### config.mk
export PLATFORM = sky130hd
export DESIGN_NAME = breakout_vga_timing
export DESIGN_NICKNAME = d
export VERILOG_FILES = /design/src/rtl/breakout_vid_pkg.sv /design/src/rtl/breakout_delay_line.sv /design/src/rtl/breakout_vga_timing.sv
export SDC_FILE = /design/constraint.sdc
export NUM_CORES = 1
export LEC_CHECK = 0
export BUFFER_PORTS_ARGS = -buffer_cell sky130_fd_sc_hd__buf_4
export CORE_MARGIN = 1
export CORE_UTILIZATION = 48
export DETAILED_ROUTE_END_ITERATION = 10
export MAX_ROUTING_LAYER = met4
export PLACE_DENSITY = 0.86
export SLEW_MARGIN = 10
export SYNTH_ARGS = -nofsm -noshare
export SYNTH_HDL_FRONTEND = slang
export SYNTH_SLANG_ARGS = --single-unit
### constraint.sdc
create_clock -name clk -period 2 [get_ports clk]
set_input_delay 0.2 -clock clk [delete_from_list [all_inputs] [get_ports clk]]
set_output_delay 0.2 -clock clk [all_outputs]
set_load 0.02 [all_outputs]
### src/rtl/breakout_vid_pkg.sv
// breakout_vid_pkg: shared timing defaults, sync polarity constants and move-window state encoding
package breakout_vid_pkg;

  // 640x480@60 timing, 25.175 MHz pixel clock
  localparam int DEF_H_ACTIVE = 640;
  localparam int DEF_H_FP     = 16;
  localparam int DEF_H_SYNC   = 96;
  localparam int DEF_H_TOTAL  = 800;
  localparam int DEF_V_ACTIVE = 480;
  localparam int DEF_V_FP     = 10;
  localparam int DEF_V_SYNC   = 2;
  localparam int DEF_V_TOTAL  = 525;

  localparam bit ACTIVE_HIGH = 1'b1;
  localparam bit ACTIVE_LOW  = 1'b0;

  // Ball-move window: IDLE during the frame, MOVE for 2^MOVE_LOG2 cycles after frame_tick
  typedef enum logic {
    MV_IDLE = 1'b0,
    MV_MOVE = 1'b1
  } move_state_e;

endpackage

### src/rtl/breakout_delay_line.sv
// breakout_delay_line: WIDTH x DEPTH shift register with asynchronous active-low clear
//   clk    pixel clock
//   rst_n  asynchronous active-low clear, all stages to 0
//   d_i    input word
//   q_o    d_i delayed by DEPTH cycles (DEPTH = 0 is a plain wire)
module breakout_delay_line #(
  parameter int WIDTH = 1,
  parameter int DEPTH = 1
) (
  input  logic             clk,
  input  logic             rst_n,
  input  logic [WIDTH-1:0] d_i,
  output logic [WIDTH-1:0] q_o
);

  if (DEPTH == 0) begin : g_wire
    assign q_o = d_i;
  end else begin : g_sr
    logic [WIDTH-1:0] sr_q [DEPTH];
    always_ff @(posedge clk or negedge rst_n) begin
      if (!rst_n) begin
        for (int i = 0; i < DEPTH; i++) sr_q[i] <= '0;
      end else begin
        sr_q[0] <= d_i;
        for (int i = 1; i < DEPTH; i++) sr_q[i] <= sr_q[i-1];
      end
    end
    assign q_o = sr_q[DEPTH-1];
  end

endmodule

### src/rtl/breakout_vga_timing.sv
// breakout_vga_timing: parametrised VGA timing, RGB masking and per-frame ball-move window
//   clk          pixel clock
//   rst_n        asynchronous active-low reset
//   en           run enable; low forces counters to 0 and aborts the move window
//   rgb_in       renderer pixel for the counter position PIPE-1 cycles earlier
//   counter_x/y  registered pixel column / line
//   draw_area    visible region, PIPE cycles after the counters
//   h_sync/v_sync sync pulses with HS_POL/VS_POL polarity, PIPE cycles after the counters
//   rgb_out      rgb_in masked to the visible region, aligned with draw_area
//   line_tick    last clock of every line (combinational)
//   frame_tick   last clock of the last visible line (combinational)
//   move_window  high for 2^MOVE_LOG2 cycles starting the cycle after frame_tick
//   move_phase   cycle index inside the move window, 0 when idle
//   frame_count  completed frames, modulo 2^FRAME_W
module breakout_vga_timing
  import breakout_vid_pkg::*;
#(
  parameter int H_ACTIVE  = DEF_H_ACTIVE,
  parameter int H_FP      = DEF_H_FP,
  parameter int H_SYNC    = DEF_H_SYNC,
  parameter int H_TOTAL   = DEF_H_TOTAL,
  parameter int V_ACTIVE  = DEF_V_ACTIVE,
  parameter int V_FP      = DEF_V_FP,
  parameter int V_SYNC    = DEF_V_SYNC,
  parameter int V_TOTAL   = DEF_V_TOTAL,
  parameter bit HS_POL    = ACTIVE_HIGH,
  parameter bit VS_POL    = ACTIVE_HIGH,
  parameter int PIPE      = 1,
  parameter int MOVE_LOG2 = 6,
  parameter int CW        = 10,
  parameter int RW        = 10,
  parameter int FRAME_W   = 16
) (
  input  logic                 clk,
  input  logic                 rst_n,
  input  logic                 en,
  input  logic [2:0]           rgb_in,
  output logic [CW-1:0]        counter_x,
  output logic [RW-1:0]        counter_y,
  output logic                 draw_area,
  output logic                 h_sync,
  output logic                 v_sync,
  output logic [2:0]           rgb_out,
  output logic                 line_tick,
  output logic                 frame_tick,
  output logic                 move_window,
  output logic [MOVE_LOG2-1:0] move_phase,
  output logic [FRAME_W-1:0]   frame_count
);

  if (PIPE < 1) begin : g_chk_pipe
    $error("breakout_vga_timing: PIPE must be >= 1");
  end
  if (H_ACTIVE + H_FP + H_SYNC > H_TOTAL) begin : g_chk_h
    $error("breakout_vga_timing: horizontal timing exceeds H_TOTAL");
  end
  if (V_ACTIVE + V_FP + V_SYNC > V_TOTAL) begin : g_chk_v
    $error("breakout_vga_timing: vertical timing exceeds V_TOTAL");
  end
  if ((1 << MOVE_LOG2) >= (V_TOTAL - V_ACTIVE) * H_TOTAL) begin : g_chk_move
    $error("breakout_vga_timing: move window does not fit in vertical blanking");
  end
  if (H_TOTAL > (1 << CW) || V_TOTAL > (1 << RW)) begin : g_chk_cw
    $error("breakout_vga_timing: counter widths too small");
  end

  // Boundaries held one bit wider than the counters: a sync pulse may end exactly at 2^CW
  localparam logic [CW:0] X_LAST = (CW+1)'(H_TOTAL - 1);
  localparam logic [CW:0] X_VIS  = (CW+1)'(H_ACTIVE);
  localparam logic [CW:0] X_HS0  = (CW+1)'(H_ACTIVE + H_FP);
  localparam logic [CW:0] X_HS1  = (CW+1)'(H_ACTIVE + H_FP + H_SYNC);
  localparam logic [RW:0] Y_LAST = (RW+1)'(V_TOTAL - 1);
  localparam logic [RW:0] Y_VLST = (RW+1)'(V_ACTIVE - 1);
  localparam logic [RW:0] Y_VIS  = (RW+1)'(V_ACTIVE);
  localparam logic [RW:0] Y_VS0  = (RW+1)'(V_ACTIVE + V_FP);
  localparam logic [RW:0] Y_VS1  = (RW+1)'(V_ACTIVE + V_FP + V_SYNC);

  logic [CW-1:0]        x_q, x_d;
  logic [RW-1:0]        y_q, y_d;
  logic [CW:0]          x_w;
  logic [RW:0]          y_w;
  logic                 x_end, y_end;
  logic [2:0]           dec0, dec_pre;
  logic                 da_q, hs_q, vs_q;
  logic [2:0]           rgb_q;
  logic [FRAME_W-1:0]   frame_q;
  move_state_e          state_q;
  logic [MOVE_LOG2-1:0] phase_q;
  logic                 win_q;

  assign x_w   = {1'b0, x_q};
  assign y_w   = {1'b0, y_q};
  assign x_end = x_w == X_LAST;
  assign y_end = y_w == Y_LAST;

  always_comb begin
    x_d = (!en || x_end) ? '0 : x_q + CW'(1);
    y_d = !en ? '0 : !x_end ? y_q : y_end ? '0 : y_q + RW'(1);
  end

  always_ff @(posedge clk or negedge rst_n) begin
    if (!rst_n) begin
      x_q <= '0;
      y_q <= '0;
    end else begin
      x_q <= x_d;
      y_q <= y_d;
    end
  end

  // Stage-0 decode {da, hs, vs}, active-high internally; polarity is applied at the pins
  assign dec0 = en ? {x_w < X_VIS && y_w < Y_VIS,
                      x_w >= X_HS0 && x_w < X_HS1,
                      y_w >= Y_VS0 && y_w < Y_VS1} : 3'b000;

  // First PIPE-1 stages; the last stage is below so rgb can be gated by the stage PIPE-1 da
  breakout_delay_line #(
    .WIDTH(3),
    .DEPTH(PIPE - 1)
  ) u_dly (
    .clk  (clk),
    .rst_n(rst_n),
    .d_i  (dec0),
    .q_o  (dec_pre)
  );

  always_ff @(posedge clk or negedge rst_n) begin
    if (!rst_n) begin
      {da_q, hs_q, vs_q} <= 3'b000;
      rgb_q              <= '0;
    end else begin
      {da_q, hs_q, vs_q} <= dec_pre;
      rgb_q              <= dec_pre[2] ? rgb_in : 3'b000;
    end
  end

  assign counter_x = x_q;
  assign counter_y = y_q;
  assign draw_area = da_q;
  assign h_sync    = ~(hs_q ^ HS_POL);
  assign v_sync    = ~(vs_q ^ VS_POL);
  assign rgb_out   = rgb_q;

  assign line_tick  = en & x_end;
  assign frame_tick = line_tick & (y_w == Y_VLST);

  always_ff @(posedge clk or negedge rst_n) begin
    if (!rst_n) frame_q <= '0;
    else if (frame_tick) frame_q <= frame_q + FRAME_W'(1);
  end

  assign frame_count = frame_q;

  // A frame_tick can only arrive in IDLE: the window is shorter than vertical blanking
  always_ff @(posedge clk or negedge rst_n) begin
    if (!rst_n) begin
      state_q <= MV_IDLE;
      phase_q <= '0;
      win_q   <= 1'b0;
    end else if (!en) begin
      state_q <= MV_IDLE;
      phase_q <= '0;
      win_q   <= 1'b0;
    end else begin
      case (state_q)
        MV_IDLE: begin
          if (frame_tick) begin
            state_q <= MV_MOVE;
            win_q   <= 1'b1;
          end
          phase_q <= '0;
        end
        MV_MOVE: begin
          if (&phase_q) begin
            state_q <= MV_IDLE;
            win_q   <= 1'b0;
            phase_q <= '0;
          end else begin
            phase_q <= phase_q + MOVE_LOG2'(1);
          end
        end
        default: begin
          state_q <= MV_IDLE;
          win_q   <= 1'b0;
          phase_q <= '0;
        end
      endcase
    end
  end

  assign move_window = win_q;
  assign move_phase  = phase_q;

endmodule

# Word level (Yosys, flattened, before mapping)
# Index checks and enable logic that the tools add are counted.
# W data, S select, Z words.
[op_classes]
n_addsub = 4
n_lt_le_gt_ge = 6
n_eq_ne = 6
muxes = 17
n_bitwise = 3
reduce_logical = 7
[ops]
columns = ["op", "count"]
rows = [
  ["$mux W10", 4],
  ["$add A10 B1 Y10 const B", 2],
  ["$eq A10 B10 Y1 const B", 2],
  ["$lt A10 B10 Y1 const B", 2],
  ["$lt A10 B9 Y1 const B", 2],
  ["$add A16 B1 Y16 const B", 1],
  ["$mux W6", 2],
  ["$pmux W6 S2", 1],
  ["$eq A10 B9 Y1 const B", 1],
  ["$ge A10 B10 Y1 const B", 1],
  ["$ge A10 B9 Y1 const B", 1],
  ["$add A6 B1 Y6 const B", 1],
  ["$mux W1", 6],
  ["$mux W3", 2],
  ["$reduce_and A6 Y1", 1],
  ["$pmux W1 S2", 2],
  ["$logic_and A1 B1 Y1", 3],
  ["$ne A3 B2 Y1 const B", 1],
  ["$ne A3 B3 Y1 const B", 1],
  ["$and A1 B1 Y1", 2],
  ["$ne A2 B1 Y1 const B", 1],
  ["$reduce_and A2 Y1", 1],
  ["$logic_not A1 Y1", 1],
  ["$logic_or A1 B1 Y1", 1],
  ["$not A1 Y1", 1],
]
[word_totals]
reg_bits = 50
in_bits = 6
output_inout_bits = 51
elab_cells = 53

# Longest topological paths before layout
# Gate-level depths: netlist of run 1.
[depth]
depth_word = 6
mapped_depth = 7
ltp_nobuf = 6

# By module
# From an unflattened synthesis of run 1, not the netlist that was laid out.
[unflattened]
hier_cells = 245
area_unflattened_um2 = 2513.7
[modules_own_cells]
columns = ["mod", "n_inst", "cells_per_inst", "area_per_inst_um2", "seq_area_each_um2"]
rows = [
  ["breakout_vga_timing", 1, 242, 2491.1, 1251.2],
  ["breakout_delay_line", 1, 3, 22.5, 0.0],
]

# Least setup slack after synthesis of run 1
# OpenSTA, ideal clock, no wires.
[synth_path]
path_type = "register -> output"
startpoint = "register x_q[0], in the netlist counter_x[0]"
endpoint = "output frame_tick"
arrival_time_ps = 2223
required_time_ps = 1800
setup_slack_ps = -423
path_stages_with_launch = 6
n_path_buf = 1
path_cell_list = "dfrtp_1 > ha_1 > nand4_2 > or3_1 > buf_2 > nor4_1"
[synth_via]
elab_chain_cells = 3
[synth_rtl]
columns = ["element", "line", "text"]
rows = [
  ["start, declared", "breakout_vga_timing.sv:78", "logic [CW-1:0] x_q, x_d;"],
  ["start signal, assigned", "breakout_vga_timing.sv:103", "x_q <= '0;"],
  ["start signal, assigned", "breakout_vga_timing.sv:106", "x_q <= x_d;"],
  ["$eq A10 B10 Y1", "breakout_vga_timing.sv:93", "assign x_end = x_w == X_LAST;"],
  ["$and A1 B1 Y1", "breakout_vga_timing.sv:144", "assign line_tick = en & x_end;"],
  ["$and A1 B1 Y1", "breakout_vga_timing.sv:145", "assign frame_tick = line_tick & (y_w == Y_VLST);"],
  ["end, declared", "breakout_vga_timing.sv:45", "output logic frame_tick,"],
]
# Every way passes these cells.

# Worst setup path in the final report of run 1
[layout_path]
startpoint = "register x_q[1], in the netlist counter_x[1]"
endpoint = "output frame_tick"
# Same word-level chain as after synthesis.

==> results.py, run 1 <==
metrics = {
    "power_and_ir_drop": {
        "power_density_nw_per_um2": 565,
        "p_leak_nw": 1.63,
        "vdd_drop_max_v": 0.000339,
    },
    "logic_synthesis": {
        "ys_ff_latch": 50,
        "synth_mux_area_share_pct": 0.848,
        "synth_ff_type": "dfrtp_1",
        "synthXorXnorAreaFrac_pct": 9.08,
        "netlist_instances": 241,
        "syn_area_per_cell_um2": 10.4,
        "synth_area_um2": 2510,
        "synth_edf_count": 0,
        "synth-compound-area-share_pct": 7.44,
        "synth_fa_ha_area_share_pct": 2.99,
        "synthSimpleGateAreaFrac_pct": 26.1,
        "synth_top_family_by_area": "simple AND/OR/NAND/NOR gates",
        "ys_seq_area_share_pct": 49.9,
        "synth-async-reset-ratio_pct": 100,
        "yosysUniqueCellTypes": 43,
        "yosysWarnings": 0,
        "syn_nets": 253,
    },
    "setup_path": {
        "cp_cell_sequence": "ha_4 > nand4_4 > or3_4 > nor4_4 > buf_4",
        "critPathMaxFanout": 8,
        "cp_slowest_stage_delay_ps": 450,
        "worstPathRequired_ps": 1800,
        "path_buf_inv": 1,
        "crit_family": "simple AND/OR/NAND/NOR gates",
        "startpoint_type": "flip-flop",
        "critical_path.slowest_cell": "or3_4",
        "crit_path_end_kind": "primary output",
        "worstPathArrival_ps": 1770,
        "timing_worst_setup_path_type": "flip-flop to primary output",
    },
    "global_route": {
        "grt_pass1_vias": 2024,
        "grt_use_total_pct": 22.8,
        "overflow": 0,
        "antenna_found_initial": 0,
        "grt_start_max_net_pins": 51,
        "grt_pass1_wl_um": 9340,
    },
    "placed_design": {
        "gp_congestion": 0.903,
        "dp.final_hpwl_um": 4010,
        "io_buffer_count": 56,
        "dpl_worst_slack_ps": 55.5,
    },
    "cts": {
        "cts_made_buffers": 5,
        "clk_pin_slew_worst_paths_ps": 90,
        "clock-root-buffer": "clkbuf_8",
        "htreeDepth": 2,
        "cts_tree": "yes",
        "clock_path_buffers": 2,
        "clk_latency_ps": 310,
        "cts.sinks": 50,
    },
    "timing": {
        "clock_skew_ps": 6.44,
        "fin_crit_sh_pct": 98.3,
        "fmax_mhz": 509,
        "slew_headroom_pct": 58.5,
        "finalHoldViolCount": 0,
        "worst_slew_pin_slew_ps": 622,
        "fin_ws_ps": 34.9,
        "rsz0062_at_grt": "yes",
        "holdWs_ps": 93.7,
        "finalSetupViolCount": 0,
        "drv_slew": 0,
        "setup_tns_ps": 0,
        "period_needed_ps": 1970,
    },
    "route": {
        "wl_um": 5790,
        "first_pass_iters": 4,
        "first_iter_violations": 145,
        "avgRoutedWirePerCell_um": 14.9,
        "drc_errors": 0,
        "via_per_inst": 5.53,
        "dr_total_vias": 2151,
        "antenna_left": 0,
    },
    "flow_run": {
        "maxCapViolations": 0,
    },
    "final_layout": {
        "drive_gt1_share_pct": 32.9,
        "nets": 333,
        "num_antenna_cells": 0,
        "area_delta_synth_final_pct": 32.6,
    },
    "floorplan": {
        "dieWidth_um": 74.3,
        "dieArea_um2": 5520,
        "core-area_um2": 4880,
        "die_h_um": 74.3,
        "rows": 25,
        "initial_core_util_pct": 51.4,
        "pin_count": 57,
    },
    "min_path": {
        "hold_class": "input port to flip-flop",
    },
    "run_status": {
        "run_status": "finished clean",
    },
}
[routing by layer]
| metal | vias up | share of wire (%) | track usage (%) |
|---|---|---|---|
| met1 | 1045 | 43 | 27.2 |
| met3 | 7 | 5.4 | 4.34 |
| li1 | 1027 | - | - |
| met4 | 0 | 0.83 | 5.45 |
| met5 | - | 0 | - |
| met2 | 72 | 51 | 39.7 |
[layout make-up]
type / count / area (um^2)
fillers: 406 / 1550
inverters: 11 / 41.3
well taps: 67 / 83.8
clock inverters: 3 / 40.0
clock buffers: 5 / 68.8
repair buffers: 83 / 629
multi-input cells: 170 / 1210
flip-flops and latches: 50 / 1250
[worst reg2reg max path, cell delays in order, from the launching register on]
cell and delay [ps]:
dfrtp_2 400, ha_4 160, nand4_4 120, or4_4 560
buf_4 180, o32a_1 350, o41ai_2 50
[flip-flops by register name, summed over array words and instances (netlist names), 3 cells and up]
| signal | cells |
|---|---|
| counter_x | 10 |
| counter_y | 10 |
| frame_count | 16 |
| move_phase | 6 |
| rgb_out | 3 |
[cells by family (layout without fill, tap and decap cells)]
group                      count (synthesis)  after routing
DFF                                       50             50
and+or+nand+nor                          111            111
adders and majority gates                  6              6
xor gates and xnor gates                  26             26
AOI/OAI and AO/OA                         25             25
muxes                                      2              2
buffers and inverters                     21            102
[per-stage QoR]
step / utilization, % / instances / power (mW) / area, um^2
5_1_grt: 68.2 / 389 / 1.94 / 3330
4_1_cts: 66.7 / 380 / 1.89 / 3250
3_3_place_gp: 63.9 / 372 / 1.18 / 3120
3_5_place_dp: 63.9 / 372 / 1.18 / 3120
2_1_floorplan: - / 241 / 1.11 / 2530
6_report: 68.2 / 389 / 1.88 / 3330
[Yosys cell counts (3+ instances only)]
cell	number	share of area, %
a31o_2	3	1.0
and2_1	4	1.0
and3_1	8	2.0
and4_1	5	1.7
buf_2	6	1.2
clkbuf_1	3	0.45
dfrtp_1	50	50
ha_1	6	3.0
inv_1	11	1.6
nand2_1	15	2.2
nand3_1	15	3.0
nand4_1	11	2.7
nor2_1	14	2.1
nor3_1	14	2.8
nor3b_1	4	1.2
nor4_1	4	1.0
o21ai_0	6	1.2
o22a_1	3	1.0
or3_1	5	1.2
xnor2_1	13	4.5
xor2_1	13	4.5
[where the power goes]
group          switching (mW)  total [mW]  internal (mW)
sequential             0.0154        1.04           1.02
clock                   0.343       0.711          0.368
combinational          0.0753       0.129         0.0533
[timing repair]
item | 4_1_cts | 5_1_grt
setup buffers | 0 | 9
pin swaps | 2 | 3
endpoints found under the hold margin | 50 | 0
setup endpoints to repair | 2 | 3
resized for setup | 4 | 4
hold buffers | 1 | 0
[worst paths after layout]
kind | start | endpoint | slack (ps) | depth (start not counted)
worst min-delay path | rgb_in[2] | rgb_out[2] | 90 | 2
worst max-delay path | counter_x[1] | frame_tick | 30 | 5
max in group asynchronous | rst_n | counter_x[1] | 1090 | 2
worst max register to register | counter_x[1] | counter_y[9] | 90 | 6
worst min register to register | frame_count[15] | frame_count[15] | 480 | 1
min in group asynchronous | rst_n | frame_count[10] | 460 | 2
[cell usage in the layout, fill, tap and decap left out, types with 2 or more instances in the layout]
cell type,instances
and2_1,4
inv_1,10
dfrtp_2,3
buf_4,81
nand4b_1,2
or3_1,4
nand2_1,15
and4b_1,2
and4_1,5
nand4_1,11
nor3b_1,4
clkbuf_8,5
nor2_1,14
o21ai_0,6
o22ai_1,2
ha_1,5
nor3_1,14
xor2_1,13
nor4_1,3
xnor2_1,13
and3_1,8
o31ai_1,2
clkinv_2,2
a21oi_1,2
or4_1,2
a31o_2,3
o22a_1,3
nand3_1,15
dfrtp_1,47
Power figures use the tool's default switching activity.
==> run 2: changes to the inputs <==
Settings changed: BUFFER_PORTS_ARGS -buffer_cell sky130_fd_sc_hd__buf_4 to -buffer_cell sky130_fd_sc_hd__buf_2.
==> run 2 against run 1 <==
Against the previous run: fmax grew 1.5%; wire length fell by 2.8%; highest routed layer unchanged; clock power fell by 16%; power fell by 6.4%; clock-buffer cell count rose by 2; cell count down 0.26%.
==> results.py, run 2 (synthesis gave the netlist of run 1 again) <==
metrics = {
    "route": {
        "first_iter_violations": 151,
        "antenna_left": 0,
        "first_pass_iters": 4,
        "avgRoutedWirePerCell_um": 14.5,
        "drc_errors": 0,
        "dr_total_vias": 2171,
        "via_per_inst": 5.60,
        "wl_um": 5630,
    },
    "cts": {
        "clock_path_buffers": 2,
        "cts_made_buffers": 5,
        "clock-root-buffer": "clkbuf_8",
        "clk_pin_slew_worst_paths_ps": 90,
        "clk_latency_ps": 300,
        "cts.sinks": 50,
        "htreeDepth": 2,
        "cts_tree": "yes",
    },
    "setup_path": {
        "crit_family": "simple AND/OR/NAND/NOR gates",
        "worstPathRequired_ps": 2250,
        "cp_cell_sequence": "ha_4 > nand4_4 > or4_4 > buf_4 > buf_4 > a211oi_1 > a31o_2",
        "worstPathArrival_ps": 2180,
        "timing_worst_setup_path_type": "flip-flop to flip-flop",
        "cp_slowest_stage_delay_ps": 550,
        "critPathMaxFanout": 5,
        "path_buf_inv": 2,
        "crit_path_end_kind": "flip-flop",
        "path_common_cell": "buf_4",
        "critical_path.slowest_cell": "or4_4",
        "startpoint_type": "flip-flop",
    },
    "timing": {
        "fin_crit_sh_pct": 96.8,
        "rsz0062_at_grt": "yes",
        "drv_slew": 0,
        "worst_slew_pin_slew_ps": 561,
        "fmax_mhz": 517,
        "fin_ws_ps": 64.0,
        "slew_headroom_pct": 62.6,
        "clock_skew_ps": 7.02,
        "period_needed_ps": 1940,
        "finalSetupViolCount": 0,
        "finalHoldViolCount": 0,
    },
    "global_route": {
        "grt_use_total_pct": 23.0,
        "grt_pass1_wl_um": 9320,
        "overflow": 0,
        "grt_start_max_net_pins": 28,
        "grt_pass1_vias": 2055,
        "antenna_found_initial": 0,
    },
    "final_layout": {
        "nets": 332,
        "drive_gt1_share_pct": 33.0,
        "layout_commonest_cell": "buf_2",
        "largest_reg_flops": 16,
        "area_delta_synth_final_pct": 26.8,
        "layout.cells.most_common_list": "54 x buf_2, 46 x dfrtp_1, 26 x buf_4",
        "num_antenna_cells": 0,
        "final_area_um2": 3180,
    },
    "floorplan": {
        "die_h_um": 74.3,
        "core-area_um2": 4880,
        "initial_core_util_pct": 51.4,
        "rows": 25,
        "dieArea_um2": 5520,
        "dieWidth_um": 74.3,
        "pin_count": 57,
    },
    "power_and_ir_drop": {
        "vdd_drop_max_v": 0.000414,
        "p_leak_nw": 1.62,
        "p_sw_uw": 410,
        "p_clk_share_pct": 34.0,
        "power_density_nw_per_um2": 553,
        "p_int_mw": 1.35,
        "seqPwrFrac_pct": 59.0,
        "power_frac_comb_pct": 7.0,
        "swShare_pct": 23.3,
    },
    "min_path": {
        "hold_class": "input port to flip-flop",
    },
    "placed_design": {
        "postPlaceCellArea_um2": 3000,
        "io_buffer_count": 56,
        "dp.final_hpwl_um": 4070,
        "dpl_worst_slack_ps": -53.0,
        "gp_congestion": 0.870,
    },
    "run_status": {
        "run_status": "finished clean",
    },
    "flow_run": {
        "maxCapViolations": 0,
    },
}
## run 2: timing repair
item	4_1_cts	5_1_grt
setup buffers	0	7
hold buffers	1	0
setup endpoints to repair	4	2
cloned	0	0
endpoints found under the hold margin	23	0
pin swaps	2	2
resized for setup	3	6
## run 2: final timing paths
kind	slack, ps	to	cells past startpoint	startpoint
worst min-delay path	100	rgb_out[1]	2	rgb_in[1]
worst max-delay path	60	counter_y[8]	7	counter_x[0]
max in group asynchronous	1020	counter_x[1]	3	rst_n
worst min register to register	480	frame_count[9]	1	frame_count[9]
min in group asynchronous	420	frame_count[12]	2	rst_n
worst max register to register	60	counter_y[8]	7	counter_x[0]
## run 2: cell type report
cell class                 count  area, um^2
fill                         423        1700
sequential                    50        1260
multi-input combinational    170        1210
timing repair buffer          82         495
clock buffer                   7        86.3
tap                           67        83.8
inverter                      11        41.3
clock inverter                 1        5.00
## run 2: stage by stage
step	hold slack, ps	cells	setup TNS [ps]	total power, mW	utilization (%)
2_1_floorplan	-95.6	241	-1.85	1.11	-
3_5_place_dp	219	373	-53.0	1.18	61.4
5_1_grt	97.3	388	-7.49	1.83	65.2
6_report	104	388	0	1.76	65.2
4_1_cts	95.6	381	0	1.78	63.7
3_3_place_gp	220	373	0	1.17	61.4
## run 2: power groups by stage
stage	combinational [mW]	clock [mW]	sequential, mW
final	0.124	0.598	1.04
after global routing	0.138	0.651	1.04
after detailed placement	0.121	0	1.06
after floorplan	0.0333	0	1.08
after CTS	0.125	0.617	1.04
after global placement	0.119	0	1.06
## run 2: per-layer routing
metal | up-vias | global-route usage, % | share of wire, %
met5 | - | - | 0
met1 | 1073 | 27.0 | 43
met4 | 0 | 7.13 | 1.4
li1 | 1028 | - | -
met3 | 9 | 4.07 | 4.9
met2 | 61 | 40.1 | 51
==> run 3: changes to the inputs <==
Settings changed: CORE_UTILIZATION 48 to 55, PLACE_DENSITY 0.86 to 0.92.
Clock period 2 ns to 2.45 ns, I/O delays scaled along.
==> run 3 against run 2 <==
Against the previous run: setup slack improved by 91 ps; largest power group unchanged; sequential power fell by 18%; critical endpoint is now frame_tick; cell count is 9.0% lower; clock power is 14% higher; core utilization grew 3.7 points; worst hold slack lost 79 ps; critical path type is now flip-flop to primary output; first-iteration DRC count up 36%; clock-buffer cell count down 2; design area down 5.7%.
==> results.py, run 3 (synthesis gave the netlist of run 1 again) <==
metrics = {
    "setup_path": {
        "startpoint_type": "flip-flop",
        "cp_cell_sequence": "ha_2 > nand4_2 > or3_4 > nor4_2 > buf_2",
        "crit_path_end_kind": "primary output",
        "critical_path.slowest_cell": "or3_4",
        "timing_worst_setup_path_type": "flip-flop to primary output",
        "cp_slowest_stage_delay_ps": 450,
        "worstPathArrival_ps": 2050,
        "worstPathRequired_ps": 2200,
        "critPathMaxFanout": 13,
    },
    "global_route": {
        "overflow": 0,
        "grt_pass1_wl_um": 8910,
        "grt_pass1_vias": 1937,
        "grt_start_max_net_pins": 51,
        "grt_use_total_pct": 24.1,
        "antenna_found_initial": 0,
    },
    "cts": {
        "cts_tree": "yes",
        "cts_setup_buffers": 0,
        "clock-root-buffer": "clkbuf_8",
        "cts.sinks": 50,
        "cts_made_buffers": 5,
        "clk_pin_slew_worst_paths_ps": 100,
        "clock_path_buffers": 2,
        "htreeDepth": 2,
        "cts_hold_buf": 0,
        "clk_latency_ps": 310,
    },
    "placed_design": {
        "io_buffer_count": 56,
        "dp.final_hpwl_um": 3850,
        "gp_congestion": 0.876,
    },
    "route": {
        "dr_total_vias": 2049,
        "antenna_left": 0,
        "first_iter_violations": 205,
        "wl_um": 5400,
        "avgRoutedWirePerCell_um": 15.3,
        "first_pass_iters": 4,
        "via_per_inst": 5.80,
        "drc_errors": 0,
    },
    "timing": {
        "slew_headroom_pct": 59.0,
        "drv_slew": 0,
        "fin_crit_sh_pct": 93.7,
        "finalHoldViolCount": 0,
        "finalSetupViolCount": 0,
        "clock_skew_ps": 12.3,
        "setup_tns_ps": 0,
        "rsz0062_at_grt": "no",
        "period_needed_ps": 2300,
        "worst_slew_pin_slew_ps": 614,
        "fmax_mhz": 436,
    },
    "final_layout": {
        "nets": 312,
        "largest_reg_flops": 16,
        "area_delta_synth_final_pct": 19.7,
        "layout_commonest_cell": "buf_2",
        "drive_gt1_share_pct": 27.2,
        "num_antenna_cells": 0,
        "layout.cells.most_common_list": "56 x buf_2, 50 x dfrtp_1, 15 x nand2_1, 15 x nand3_1",
    },
    "min_path": {
        "hold_class": "input port to asynchronous set/reset pin",
    },
    "floorplan": {
        "pin_count": 57,
        "dieWidth_um": 69.5,
        "core-area_um2": 4350,
        "rows": 24,
        "dieArea_um2": 4830,
        "die_h_um": 69.5,
        "initial_core_util_pct": 57.6,
    },
    "power_and_ir_drop": {
        "p_leak_nw": 1.53,
        "vdd_drop_max_v": 0.000463,
        "power.total_mw": 1.62,
        "power_density_nw_per_um2": 539,
    },
    "run_status": {
        "run_status": "finished clean",
    },
    "flow_run": {
        "maxCapViolations": 0,
    },
}
[run 3: changes by cell type in the layout (fill, tap and decap cells not counted), moves of 2 or more]
cell | previous run | this run
buf_4 | 26 | 6
dfrtp_1 | 46 | 50
dfrtp_2 | 4 | 0
buf_2 | 54 | 56
bufinv_16 | 0 | 2
[run 3: cell type report]
type	instances	area (um^2)
tap	52	65.1
clock inverter	3	68.8
fill	349	1350
multi-input combinational	170	1180
clock buffer	5	68.8
inverter	11	41.3
timing repair buffer	62	325
sequential	50	1250
[run 3: worst paths after layout]
path	startpoint	endpoint	slack (ps)	cells after the start
max	counter_x[0]	frame_tick	150	5
min	rst_n	frame_count[10]	30	2
max reg2reg	counter_x[0]	counter_y[9]	360	5
min reg2reg	frame_count[15]	frame_count[15]	470	1
max in group asynchronous	rst_n	counter_x[0]	2010	2
min in group clk	rgb_in[2]	rgb_out[2]	150	2
[run 3: timing repair]
action | CTS | global route
pin swaps | 0 | 1
resized for setup | 1 | 1
endpoints found under the setup margin | 1 | 1
[run 3: report_power, final]
| group | switching, mW | leakage [nW] | internal, mW | total [mW] |
|---|---|---|---|---|
| Sequential | 0.0167 | 0.685 | 0.836 | 0.852 |
| Combinational | 0.0534 | 0.772 | 0.0262 | 0.0796 |
| Clock | 0.275 | 0.0683 | 0.409 | 0.684 |
| Total | 0.345 | 1.53 | 1.27 | 1.62 |
[run 3: critical path: cells and delay by family (launching register included)]
family	cells	cell delay, ps
and+or+nand+nor	3	860
DFF	1	440
adders and majority gates	1	250
buffers and inverters	1	200
[run 3: layer usage]
| metal | part of all wire (%) | track usage [%] | vias to the layer above | wire length (um) |
|---|---|---|---|---|
| met3 | 5.5 | 6.54 | 5 | 296 |
| li1 | - | - | 986 | - |
| met1 | 43 | 29.8 | 988 | 2300 |
| met4 | 0.80 | 6.12 | 0 | 43 |
| met5 | 0 | - | - | 0 |
| met2 | 51 | 39.6 | 70 | 2750 |
[run 3: stage by stage]
step	setup slack, ps	std cells	cell area, um^2	hold WS [ps]	util, %
after detailed placement	287	345	2860	382	65.6
after global routing	35.4	353	3000	75.7	68.9
after floorplan	198	241	2510	-50.6	-
after CTS	88.3	353	3000	37.0	68.9
final	155	353	3000	25.1	68.9
after global placement	372	345	2860	378	65.6
